**config.mk**
```make
export PLATFORM = sky130hd
export DESIGN_NAME = uart_core_param
export DESIGN_NICKNAME = d
export VERILOG_FILES = /design/src/rtl/uart_pkg.sv /design/src/rtl/uart_baud_tick.sv /design/src/rtl/uart_core_param.sv
export SDC_FILE = /design/constraint.sdc
export NUM_CORES = 1
export LEC_CHECK = 0
export CORE_ASPECT_RATIO = 1.1
export CORE_MARGIN = 5
export CORE_UTILIZATION = 55
export DETAILED_ROUTE_END_ITERATION = 10
export GPL_TIMING_DRIVEN = 1
export PLACE_DENSITY = 0.84
export SYNTH_ARGS = -nofsm -noshare
export SYNTH_HDL_FRONTEND = slang
export SYNTH_SLANG_ARGS = --single-unit
```
**constraint.sdc**
```tcl
create_clock -name clk -period 2.7 [get_ports clk]
set_clock_uncertainty 0.05 [all_clocks]
set_input_delay 0.54 -clock clk [delete_from_list [all_inputs] [get_ports clk]]
set_output_delay 0.54 -clock clk [all_outputs]
set_load 0.01 [all_outputs]
```
**src/rtl/uart_pkg.sv**
```systemverilog
// uart_pkg: shared types, oversampling constants and parity helper for the UART core.
package uart_pkg;
    typedef enum logic [1:0] {NONE = 2'd0, ODD = 2'd1, EVEN = 2'd2} parity_e;
    typedef enum logic [2:0] {TX_IDLE, TX_START, TX_DATA, TX_PARITY, TX_STOP} tx_state_e;
    typedef enum logic [2:0] {RX_IDLE, RX_START, RX_DATA, RX_PARITY, RX_STOP} rx_state_e;
    localparam int OVERSAMPLE = 16;
    localparam int MID_SAMPLE = 8;
    function automatic logic parity_bit(input logic [8:0] data, input parity_e mode);
        return (mode == ODD) ? ~^data : (mode == EVEN) ? ^data : 1'b0;
    endfunction
endpackage

```
**src/rtl/uart_baud_tick.sv**
```systemverilog
// uart_baud_tick: free-running modulo-CLK_DIV counter producing the 16x oversample tick.
module uart_baud_tick #(
    parameter int CLK_DIV = 27
) (
    input  logic clk,
    input  logic reset,
    output logic tick
);
    localparam int W = (CLK_DIV > 2) ? $clog2(CLK_DIV) : 1;
    logic [W-1:0] cnt;
    assign tick = cnt == W'(CLK_DIV - 1);
    always_ff @(posedge clk) begin
        if (reset) cnt <= '0;
        else cnt <= tick ? '0 : cnt + W'(1);
    end
endmodule

```
**src/rtl/uart_core_param.sv**
```systemverilog
// uart_core_param: parameterised UART with shared baud tick, TX and 16x-oversampling RX.
// Optional macro UART_LOOPBACK_EN adds a loopback input routing TX back into RX.
module uart_core_param
    import uart_pkg::*;
#(
    parameter int DATA_BITS = 8,
    parameter int PARITY    = 0,
    parameter int STOP_BITS = 1,
    parameter int CLK_DIV   = 27
) (
    input  logic                 clk,
    input  logic                 reset,
    input  logic [DATA_BITS-1:0] tx_data,
    input  logic                 tx_valid,
    output logic                 tx_ready,
    output logic                 serial_out,
    input  logic                 serial_in,
`ifdef UART_LOOPBACK_EN
    input  logic                 loopback,
`endif
    output logic [DATA_BITS-1:0] rx_data,
    output logic                 rx_valid,
    input  logic                 rx_ready,
    output logic                 parity_err,
    output logic                 frame_err,
    output logic                 overrun_err
);
    localparam int BW = $clog2(DATA_BITS);
    localparam parity_e PMODE = parity_e'(PARITY);
    localparam logic [3:0] LAST = 4'(OVERSAMPLE - 1);
    localparam logic [3:0] MID = 4'(MID_SAMPLE - 1);

    logic tick;
    uart_baud_tick #(.CLK_DIV(CLK_DIV)) u_tick (.clk(clk), .reset(reset), .tick(tick));

    tx_state_e tx_state, tx_next;
    logic [3:0] tx_cnt;
    logic [BW-1:0] tx_bit;
    logic [DATA_BITS-1:0] tx_shift;
    logic tx_par, tx_line, tx_end;
    assign tx_end = tick && tx_cnt == LAST;
    assign tx_ready = tx_state == TX_IDLE;

    always_comb begin
        tx_next = tx_state;
        tx_line = 1'b1;
        case (tx_state)
            TX_IDLE: tx_next = tx_valid ? TX_START : TX_IDLE;
            TX_START: begin
                tx_line = 1'b0;
                if (tx_end) tx_next = TX_DATA;
            end
            TX_DATA: begin
                tx_line = tx_shift[0];
                if (tx_end && tx_bit == BW'(DATA_BITS - 1)) tx_next = (PMODE != NONE) ? TX_PARITY : TX_STOP;
            end
            TX_PARITY: begin
                tx_line = tx_par;
                if (tx_end) tx_next = TX_STOP;
            end
            TX_STOP: if (tx_end && tx_bit == BW'(STOP_BITS - 1)) tx_next = TX_IDLE;
            default: tx_next = TX_IDLE;
        endcase
    end

    // tx_bit restarts at every state change so it indexes data bits and stop bits alike
    always_ff @(posedge clk) begin
        if (reset) begin
            tx_state <= TX_IDLE;
            tx_cnt   <= '0;
            tx_bit   <= '0;
            tx_shift <= '0;
            tx_par   <= 1'b0;
        end else begin
            tx_state <= tx_next;
            if (tx_state == TX_IDLE) begin
                tx_cnt <= '0;
                tx_bit <= '0;
                if (tx_valid) begin
                    tx_shift <= tx_data;
                    tx_par   <= parity_bit(9'(tx_data), PMODE);
                end
            end else if (tick) begin
                tx_cnt <= tx_cnt + 4'd1;
                if (tx_end) begin
                    tx_bit <= (tx_next != tx_state) ? '0 : tx_bit + BW'(1);
                    if (tx_state == TX_DATA) tx_shift <= tx_shift >> 1;
                end
            end
        end
    end

    logic rx_raw, sync1, sync2, rx_prev, rx_sample, rx_pbad;
    rx_state_e rx_state, rx_next;
    logic [3:0] rx_cnt;
    logic [BW-1:0] rx_bit;
    logic [DATA_BITS-1:0] rx_shift;

`ifdef UART_LOOPBACK_EN
    assign rx_raw = loopback ? tx_line : serial_in;
    assign serial_out = loopback | tx_line;
`else
    assign rx_raw = serial_in;
    assign serial_out = tx_line;
`endif

    // START samples at its midpoint; every later sample lands a full bit later
    assign rx_sample = tick && rx_cnt == ((rx_state == RX_START) ? MID : LAST);

    always_comb begin
        rx_next = rx_state;
        case (rx_state)
            RX_IDLE: if (rx_prev && !sync2) rx_next = RX_START;
            RX_START: if (rx_sample) rx_next = sync2 ? RX_IDLE : RX_DATA;
            RX_DATA: if (rx_sample && rx_bit == BW'(DATA_BITS - 1)) rx_next = (PMODE != NONE) ? RX_PARITY : RX_STOP;
            RX_PARITY: if (rx_sample) rx_next = RX_STOP;
            RX_STOP: if (rx_sample) rx_next = RX_IDLE;
            default: rx_next = RX_IDLE;
        endcase
    end

    always_ff @(posedge clk) begin
        if (reset) begin
            rx_state    <= RX_IDLE;
            sync1       <= 1'b1;
            sync2       <= 1'b1;
            rx_prev     <= 1'b1;
            rx_cnt      <= '0;
            rx_bit      <= '0;
            rx_shift    <= '0;
            rx_pbad     <= 1'b0;
            rx_data     <= '0;
            rx_valid    <= 1'b0;
            parity_err  <= 1'b0;
            frame_err   <= 1'b0;
            overrun_err <= 1'b0;
        end else begin
            sync1       <= rx_raw;
            sync2       <= sync1;
            rx_prev     <= sync2;
            rx_state    <= rx_next;
            parity_err  <= 1'b0;
            frame_err   <= 1'b0;
            overrun_err <= 1'b0;
            if (rx_state == RX_IDLE) begin
                rx_cnt <= '0;
                rx_bit <= '0;
            end else if (tick) rx_cnt <= rx_sample ? '0 : rx_cnt + 4'd1;
            if (rx_sample && rx_state == RX_DATA) begin
                rx_shift <= {sync2, rx_shift[DATA_BITS-1:1]};
                rx_bit   <= rx_bit + BW'(1);
            end
            if (rx_sample && rx_state == RX_PARITY) rx_pbad <= sync2 != parity_bit(9'(rx_shift), PMODE);
            if (rx_sample && rx_state == RX_STOP) begin
                rx_data     <= rx_shift;
                rx_valid    <= 1'b1;
                parity_err  <= (PMODE != NONE) && rx_pbad;
                frame_err   <= !sync2;
                overrun_err <= rx_valid && !rx_ready;
            end else if (rx_ready) rx_valid <= 1'b0;
        end
    end
endmodule

```
# --- Word-level counts from Yosys, hierarchy flattened ---
# Index checks and enable logic that the tools add are counted.
op_classes:
  reduce_logical: 27
  mux: 26
  bitwise: 1
  n_eq_ne: 20
  n_addsub: 5
op_table:
  columns: ["op", "n"]
  rows:
  - ["8-bit two-way mux", 5]
  - ["3-bit two-way mux", 12]
  - ["3-bit case mux with 5 select lines", 2]
  - ["3-bit by 2-bit equality test with 1-bit output (second input constant)", 4]
  - ["3-bit equality test (second input constant)", 4]
  - ["2-bit != test (second input constant)", 6]
  - ["2-bit nonzero test", 5]
  - ["2-bit OR reduction", 5]
  - ["1-bit logical AND", 9]
  - ["3-bit zero test", 3]
  - ["4-bit by 1-bit adder with 4-bit output (second input constant)", 2]
  - ["4-bit two-way mux", 2]
  - ["3-bit by 1-bit adder with 3-bit output (second input constant)", 2]
  - ["3-bit by 1-bit equality test with 1-bit output (second input constant)", 2]
  - ["5-bit by 1-bit adder with 5-bit output (second input constant)", 1]
  - ["5-bit equality test (second input constant)", 1]
  - ["5-bit AND reduction", 1]
  - ["4-bit equality test", 1]
  - ["4-bit equality test (second input constant)", 1]
  - ["4-bit AND reduction", 1]
  - ["1-bit two-way mux", 3]
  - ["3-bit != test", 1]
  - ["1-bit zero test", 2]
  - ["2-bit two-way mux", 1]
  - ["other kinds (3)", 3]
word_totals:
  input_bits: 13
  ff_bits: 55

# --- Longest topological paths before layout ---
# Gate-level depths: netlist (run 1).
depth:
  word_depth: 7
  mapped_depth: 7

# --- Modules after synthesis ---
# From an unflattened synthesis (run 1), not the netlist that was laid out.
hier_totals:
  cells_unflattened: 265
  area_unflattened_um2: 2479.9
modules_own_cells:
  columns: ["module", "seq_area_each_um2", "n_inst", "cells_each", "area_each_um2"]
  rows:
  - ["uart_core_param", 1001.0, 1, 243, 2220.9]
  - ["uart_baud_tick", 100.1, 1, 22, 259.0]

# --- Worst setup path before layout (run 1) ---
# Ideal clock, no wire load.
synth_path:
  path_type: "register -> register"
  startpoint: "register u_tick.cnt[0]"
  endpoint: "register rx_shift[4]"
  stages_incl_launch_ff: 8
  arrival_time_ns: 1.543
  setup_slack_ns: 0.979
  period_less_slack_ns: 1.721
  path_cell_list: "dfxtp_1 inv_1 ha_1 nand4b_4 nor4_4 buf_6 mux2i_1 nor2_1"
synth_via:
  elab_chain_len: 3
synth_rtl:
  columns: ["item", "line_no", "source"]
  rows:
  - ["from (decl)", "uart_baud_tick.sv:10", "logic [W-1:0] cnt;"]
  - ["from (signal assigned)", "uart_baud_tick.sv:14", "else cnt <= tick ? '0 : cnt + W'(1);"]
  - ["5-bit equality test", "uart_baud_tick.sv:11", "assign tick = cnt == W'(CLK_DIV - 1);"]
  - ["1-bit logical AND", "uart_core_param.sv:108", "assign rx_sample = tick && rx_cnt == ((rx_state == RX_START) ? MID : LAST);"]
  - ["1-bit logical AND", "uart_core_param.sv:149", "if (rx_sample && rx_state == RX_DATA) begin"]
  - ["to (signal assigned)", "uart_core_param.sv:150", "rx_shift <= {sync2, rx_shift[DATA_BITS-1:1]};"]
  - ["to (decl)", "uart_core_param.sv:97", "logic [DATA_BITS-1:0] rx_shift;"]
# Every way passes these cells.
# A chain may end at the register's enable or synchronous reset.

# --- Worst setup path in the final report (run 1) ---
layout_path:
  startpoint: "register tx_state[0]"
  endpoint: "output port tx_ready"
layout_via:
  elab_chain_len: 1
layout_rtl:
  columns: ["item", "line_no", "source"]
  rows:
  - ["from (decl)", "uart_core_param.sv:36", "tx_state_e tx_state, tx_next;"]
  - ["from (signal assigned)", "uart_core_param.sv:75", "tx_state <= tx_next;"]
  - ["3-bit zero test", "uart_core_param.sv:42", "assign tx_ready = tx_state == TX_IDLE;"]
  - ["to (decl)", "uart_core_param.sv:15", "output logic tx_ready,"]
# Every way passes these cells.

==> results of run 1 <==
cell usage in the layout, fill, tap and decap left out, types with 5 or more instances in the layout:
master,n
sky130_fd_sc_hd__nor3_1,10
sky130_fd_sc_hd__ha_1,9
sky130_fd_sc_hd__o21ai_0,8
sky130_fd_sc_hd__nor2_1,53
sky130_fd_sc_hd__nand2_1,16
sky130_fd_sc_hd__inv_1,5
sky130_fd_sc_hd__clkdlybuf4s50_1,25
sky130_fd_sc_hd__mux2i_1,17
sky130_fd_sc_hd__clkbuf_8,5
sky130_fd_sc_hd__dfxtp_1,55
sky130_fd_sc_hd__o221a_1,7
sky130_fd_sc_hd__or2_2,6
sky130_fd_sc_hd__buf_4,7
sky130_fd_sc_hd__a21oi_1,9
registers in the layout, summed over array words and instances, names as in the netlist:
| name | flops |
|---|---|
| frame_err | 1 |
| overrun_err | 1 |
| rx_bit | 3 |
| rx_cnt | 4 |
| rx_data | 8 |
| rx_prev | 1 |
| rx_shift | 8 |
| rx_state | 3 |
| rx_valid | 1 |
| sync1 | 1 |
| sync2 | 1 |
| tx_bit | 3 |
| tx_cnt | 4 |
| tx_shift | 8 |
| tx_state | 3 |
| u_tick.cnt | 5 |
through the flow:
step,setup slack (ns),instances,power (mW),util [%],hold slack (ns)
global placement,0.527,334,0.954,63.5,0.342
CTS,0.319,342,1.50,66.2,0.385
detailed placement,0.483,334,0.957,63.5,0.361
floorplan,0.979,263,0.920,-,0.339
finish,0.365,342,1.49,66.2,0.382
global route,0.285,342,1.56,66.2,0.412
routing by layer:
layer / vias to the layer above / track usage (%) / part of all wire (%)
li1: 960 / - / -
met1: 877 / 20.5 / 46
met2: 27 / 27.0 / 49
met3: 7 / 3.53 / 3.1
met4: 0 / 8.15 / 2.0
met5: - / 0 / 0
cell families (layout without fill, tap and decap cells):
logic type                 Yosys count  in the layout  synth area share [%]
xor gates and xnor gates             7              7                  2.50
AOI/OAI and AO/OA                   37             37                  11.4
DFF                                 55             55                  44.9
buffers and inverters               20             45                  4.03
muxes                               18             18                  7.40
and+or+nand+nor                    116            116                  25.1
adders and majority gates            9              9                  4.59
other                                1              1                 0.153
where the power goes:
group / switching (mW) / internal [mW] / total (mW)
Sequential: 0.0163 / 0.828 / 0.845
Combinational: 0.0441 / 0.0495 / 0.0936
Clock: 0.272 / 0.280 / 0.551
Total: 0.332 / 1.16 / 1.49
final cells by class:
cell class                      count  area (sq um)
Fill cell                         354          1460
Multi-Input combinational cell    188          1250
Sequential cell                    55          1100
Timing Repair Buffer               32           303
Clock buffer                        5          68.8
Tap cell                           54          67.6
Clock inverter                      3          46.3
Inverter                            5          18.8
critical path: cells and delay by family, from the launching register on:
kind	cells	cell delay (ns)
simple gates	1	0.40
flops	1	0.43
buf+inv	1	0.62
path summary, 6_finish.rpt:
check,to,slack (ns),cells past startpoint
worst max register to register,rx_bit[1],0.58,7
worst max-delay path,tx_ready,0.36,2
worst min-delay path,sync2,0.38,1
worst min register to register,sync2,0.38,1
==> flow_results.xml, run 1 <==
<?xml version="1.0" encoding="UTF-8"?>
<metrics>
  <group name="clock_tree">
    <metric name="tritoncts" unit="">yes</metric>
    <metric name="clk_latency" unit="ns">0.31</metric>
    <metric name="root_buffer" unit="">sky130_fd_sc_hd__clkbuf_8</metric>
    <metric name="total_cts_buffers" unit="">5</metric>
    <metric name="postCtsSetupBuffers" unit="">0</metric>
    <metric name="cts_htree_levels" unit="">2</metric>
    <metric name="clock_sink_count" unit="">55</metric>
    <metric name="clk_pin_slew_worst_paths" unit="ns">0.10</metric>
    <metric name="cts_resized" unit="">0</metric>
    <metric name="cts_buffer_depth" unit="">2</metric>
    <metric name="hold_buffers" unit="">0</metric>
  </group>
  <group name="routing">
    <metric name="ant_nets" unit="">0</metric>
    <metric name="post_drt_via_cell_ratio" unit="">5.47</metric>
    <metric name="dr_total_vias" unit="">1871</metric>
    <metric name="drtPass1Iterations" unit="">5</metric>
    <metric name="detail_route.drc_violations" unit="">0</metric>
    <metric name="avgRoutedWirePerCell" unit="um">13.0</metric>
    <metric name="wl" unit="um">4440</metric>
    <metric name="first_iter_violations" unit="">66</metric>
  </group>
  <group name="setup_path">
    <metric name="crit_chain" unit="">nor3_1 &gt; clkdlybuf4s50_1</metric>
    <metric name="critPathSlowestCell" unit="">sky130_fd_sc_hd__clkdlybuf4s50_1</metric>
    <metric name="cp_data_arrival_time" unit="ns">1.75</metric>
    <metric name="timing.setup.critical_path_class" unit="">reg2out</metric>
    <metric name="timing.critical_path.slowest_cell_delay" unit="ns">0.62</metric>
    <metric name="r2r_start" unit="">u_tick.cnt[0]</metric>
    <metric name="critical_path_peak_fanout" unit="">10</metric>
    <metric name="critical_path.startpoint" unit="">tx_state[0]</metric>
    <metric name="worstSetupStartpointType" unit="">flop</metric>
    <metric name="cp-end-kind" unit="">primary output</metric>
    <metric name="cp_data_required_time" unit="ns">2.11</metric>
  </group>
  <group name="job">
    <metric name="max_cap_violations" unit="">0</metric>
  </group>
  <group name="synthesis">
    <metric name="yosysWarnings" unit="">0</metric>
    <metric name="synth.most_common_cell" unit="">sky130_fd_sc_hd__dfxtp_1</metric>
    <metric name="synth_largest_type_area_fraction" unit="%">44.9</metric>
    <metric name="ranking_of_synthesized_cells_by_instance_count" unit="">sky130_fd_sc_hd__dfxtp_1, sky130_fd_sc_hd__nor2_1, sky130_fd_sc_hd__mux2i_1, sky130_fd_sc_hd__nand2_1, sky130_fd_sc_hd__nor3_1</metric>
    <metric name="postSynthNetCount" unit="">285</metric>
    <metric name="synth_enable_flop_cells" unit="">0</metric>
    <metric name="yosys.cell_types.count" unit="">49</metric>
    <metric name="synth-seq-cells" unit="">55</metric>
    <metric name="synthTopCellsByArea" unit="">sky130_fd_sc_hd__dfxtp_1, sky130_fd_sc_hd__nor2_1, sky130_fd_sc_hd__mux2i_1, sky130_fd_sc_hd__ha_1, sky130_fd_sc_hd__o221a_1</metric>
    <metric name="sequential_share_of_the_synthesized_area" unit="%">44.9</metric>
    <metric name="dominantRegCellSynth" unit="">sky130_fd_sc_hd__dfxtp_1</metric>
    <metric name="synth_area_leader_cell" unit="">sky130_fd_sc_hd__dfxtp_1</metric>
    <metric name="syn_area_per_cell" unit="sq um">9.32</metric>
    <metric name="postSynth.asyncResetShare" unit="%">0</metric>
    <metric name="syn-cell-area" unit="sq um">2450</metric>
    <metric name="post_synth_inst_count" unit="">263</metric>
  </group>
  <group name="global_route">
    <metric name="grt_pass1_vias" unit="">1786</metric>
    <metric name="grt_remaining_overflow" unit="">0</metric>
    <metric name="wire_length_of_the_first_global_routing_pass" unit="um">7730</metric>
    <metric name="groute.usage.overall" unit="%">16.6</metric>
    <metric name="grt_antenna_before_repair" unit="">0</metric>
    <metric name="grt_start_max_net_pins" unit="">19</metric>
  </group>
  <group name="power_and_ir_drop">
    <metric name="vdd_drop_max" unit="V">0.000360</metric>
    <metric name="power.static_leakage" unit="nW">1.11</metric>
    <metric name="p_per_area" unit="nW/um^2">521</metric>
  </group>
  <group name="die">
    <metric name="dieArea" unit="sq um">5900</metric>
    <metric name="core_area" unit="sq um">4320</metric>
    <metric name="num_rows" unit="">25</metric>
    <metric name="floorplan.die.height" unit="um">80.0</metric>
    <metric name="design.portCount" unit="">27</metric>
    <metric name="die-width" unit="um">73.7</metric>
    <metric name="floorplan.initialDensity" unit="%">56.8</metric>
  </group>
  <group name="sta">
    <metric name="layout_min_cycle_time" unit="ns">2.34</metric>
    <metric name="drv_slew" unit="">0</metric>
    <metric name="fin_tns_setup" unit="ns">0</metric>
    <metric name="final-setup-viol-count" unit="">0</metric>
    <metric name="hold_viol_final" unit="">0</metric>
    <metric name="grt_setup_unrepaired" unit="">false</metric>
    <metric name="max_slew.worst_pin.slew" unit="ns">0.768</metric>
    <metric name="worst_slew_margin_rel" unit="%">48.4</metric>
    <metric name="final.period_utilization" unit="%">86.5</metric>
    <metric name="timing.fmax" unit="MHz">428</metric>
  </group>
  <group name="final_layout">
    <metric name="post-route-cell-area" unit="sq um">2860</metric>
    <metric name="drive_gt1_share" unit="%">10.4</metric>
    <metric name="area_growth" unit="%">16.5</metric>
    <metric name="diode_insertion_count_for_antenna_repair" unit="">0</metric>
    <metric name="layout.nets" unit="">309</metric>
  </group>
  <group name="worst_hold_path">
    <metric name="timing.hold.worst.class" unit="">reg2reg</metric>
    <metric name="timing.hold.worst.start" unit="">sync1</metric>
  </group>
  <group name="placed_design">
    <metric name="gp_congestion" unit="">0.782</metric>
    <metric name="portBuffers" unit="">25</metric>
    <metric name="dpl_hpwl" unit="um">3240</metric>
    <metric name="placed_cell_area" unit="sq um">2740</metric>
  </group>
  <group name="outcome">
    <metric name="status" unit="">complete, no violations</metric>
  </group>
</metrics>
Note: power is estimated with default switching activity, not from simulation.
==> inputs of run 2 (changes only) <==
--- a/config.mk
+++ b/config.mk
@@ -11,6 +11,7 @@
 export DETAILED_ROUTE_END_ITERATION = 10
 export GPL_TIMING_DRIVEN = 1
 export PLACE_DENSITY = 0.84
+export SLEW_MARGIN = 20
 export SYNTH_ARGS = -nofsm -noshare
 export SYNTH_HDL_FRONTEND = slang
 export SYNTH_SLANG_ARGS = --single-unit
==> results of run 2 <==
Same layout as run 1: the final DEF is identical, and so are final timing and power.
==> variant (flow settings as in run 2) <==
Set the parameter `PARITY` to 1 (it was 0).
--- a/src/rtl/uart_core_param.sv
+++ b/src/rtl/uart_core_param.sv
@@ -6,3 +6,3 @@
     parameter int DATA_BITS = 8,
-    parameter int PARITY    = 0,
+    parameter int PARITY    = 1,
     parameter int STOP_BITS = 1,
Function: same outputs for any inputs over 10 cycles, from zero or initial values and one cycle with reset high; that may be too few to reach the edited logic, so the function may still have changed.
==> variant against run 2 <==
Synthesized area rose by 10%. Worst hold slack lost 16 ps. Non-clock buffer count did not move. Design area increased by 12%. Global-route usage increased by 0.90 points. Total power grew 27%. Worst setup slack lost 130 ps. Largest cell class unchanged. Routed wire length increased by 17%. Sequential cell count up 3.
==> variant: results (changes against run 2) <==
Status:
- The flow ran to the end, and the final reports show no timing, DRC or antenna violations.

Pwr:
- The leakage power summed over all cells is 1.20 nW (+7.7%).
- The worst voltage drop across the vdd grid is 0.000399 V (+11%).
- The switching fraction of total power was 21.6% (-0.71 points).
- The total sequential power is 0.894 mW (+5.8%).

Finish:
- The fraction of area in multi-input gates is 44.3% (+0.50 points).
- The number of clock buffers in the layout was 11 (+6).
- The count of filler cells inserted in the layout was 382 (+7.9%).
- The finished layout cell area is 0.00321 mm^2 (+12%).
- The layout cell share with drive strength beyond 1 is 9.45% (-0.97 points).
- The sequential cell count is 58 (+5.5%).
- The total number of multi-input combinational cells was 217 (+15%).
- The non-clock buffer area fraction after layout is 9.90% (-0.69 points).

STA:
- The relative slew slack is 68.9% (+20 points).

Synthesis:
- The share of the synthesized area in compound gates (AO/OA/AOI/OAI) is 11.7% (+0.36 points).
- The synthesized netlist cell count was 301 (+14%).
- The fraction of synthesized area in multiplexers is 6.28% (-1.1 points).
- The proportion of synthesized chip area in sequential cells came to 42.9% (-2.0 points).
- The post-synthesis cell type count is 42 (-14%).

Worst setup path:
- The cell with the largest stage delay on the worst path is dfxtp_1.
- The peak per-stage delay on the critical path is 510 ps (-110 ps).
- In this design, the largest share of critical-path delay is due to flip-flops.
- The arrival time at the worst endpoint is 1870 ps (+120 ps).

Die:
- The die area was 0.00643 mm^2 (+9.0%).

GRT:
- The global-route total usage across every layer was 17.5% (+0.90 points).
- The first-pass GRT wire length is 9.18 mm (+19%).
- The maximum number of pins on one net before global-route repair is 50 (+31).

Place:
- The number of cells after detailed placement is 368 (+10%).
- The global placer's final weighted congestion is 0.835 (+6.8%).
- The sum of net half-perimeters after detailed placement is 3.49 mm (+7.7%).

Detailed routing:
- The sum of met2 wire segment lengths after detailed routing came to 2.70 mm (+25%).
- The average via count per standard cell is 5.58 (+2.1%).
- The wire length on met3 is 162 um (+17%).

Clock network:
- The total CTS buffers is 9 (+4).
- The clock-pin slew on the worst setup and hold paths is 60 ps (-40 ps).
## variant: cell count changes in the layout (fill, tap and decap cells not counted), sizes merged, moves of 3 or more
cell,before,now
xnor2,3,16
nor3b,2,5
dfxtp,55,58
nand2,16,28
clkbuf,5,11
nor2,53,30
nand3,5,8
a21oi,9,25
a211oi,0,10
o221a,7,0
xor2,4,9
## variant: per-layer routing
metal	global-route usage, %	vias to the layer above
met4	11.3	0
li1	-	1085
met1	19.6	1017
met5	0	-
met2	29.1	30
met3	4.32	12
## variant: path summary, 6_finish.rpt
| path | startpoint | end | slack, ps |
|---|---|---|---|
| worst max-delay path | tx_state[1]$_SDFF_PP0_ | serial_out | 240 |
| worst min register to register | sync1$_SDFF_PP1_ | sync2$_SDFF_PP1_ | 370 |
| worst max register to register | u_tick.cnt[0]$_SDFF_PP0_ | rx_bit[0]$_SDFFE_PP0P_ | 540 |
| worst min-delay path | sync1$_SDFF_PP1_ | sync2$_SDFF_PP1_ | 370 |
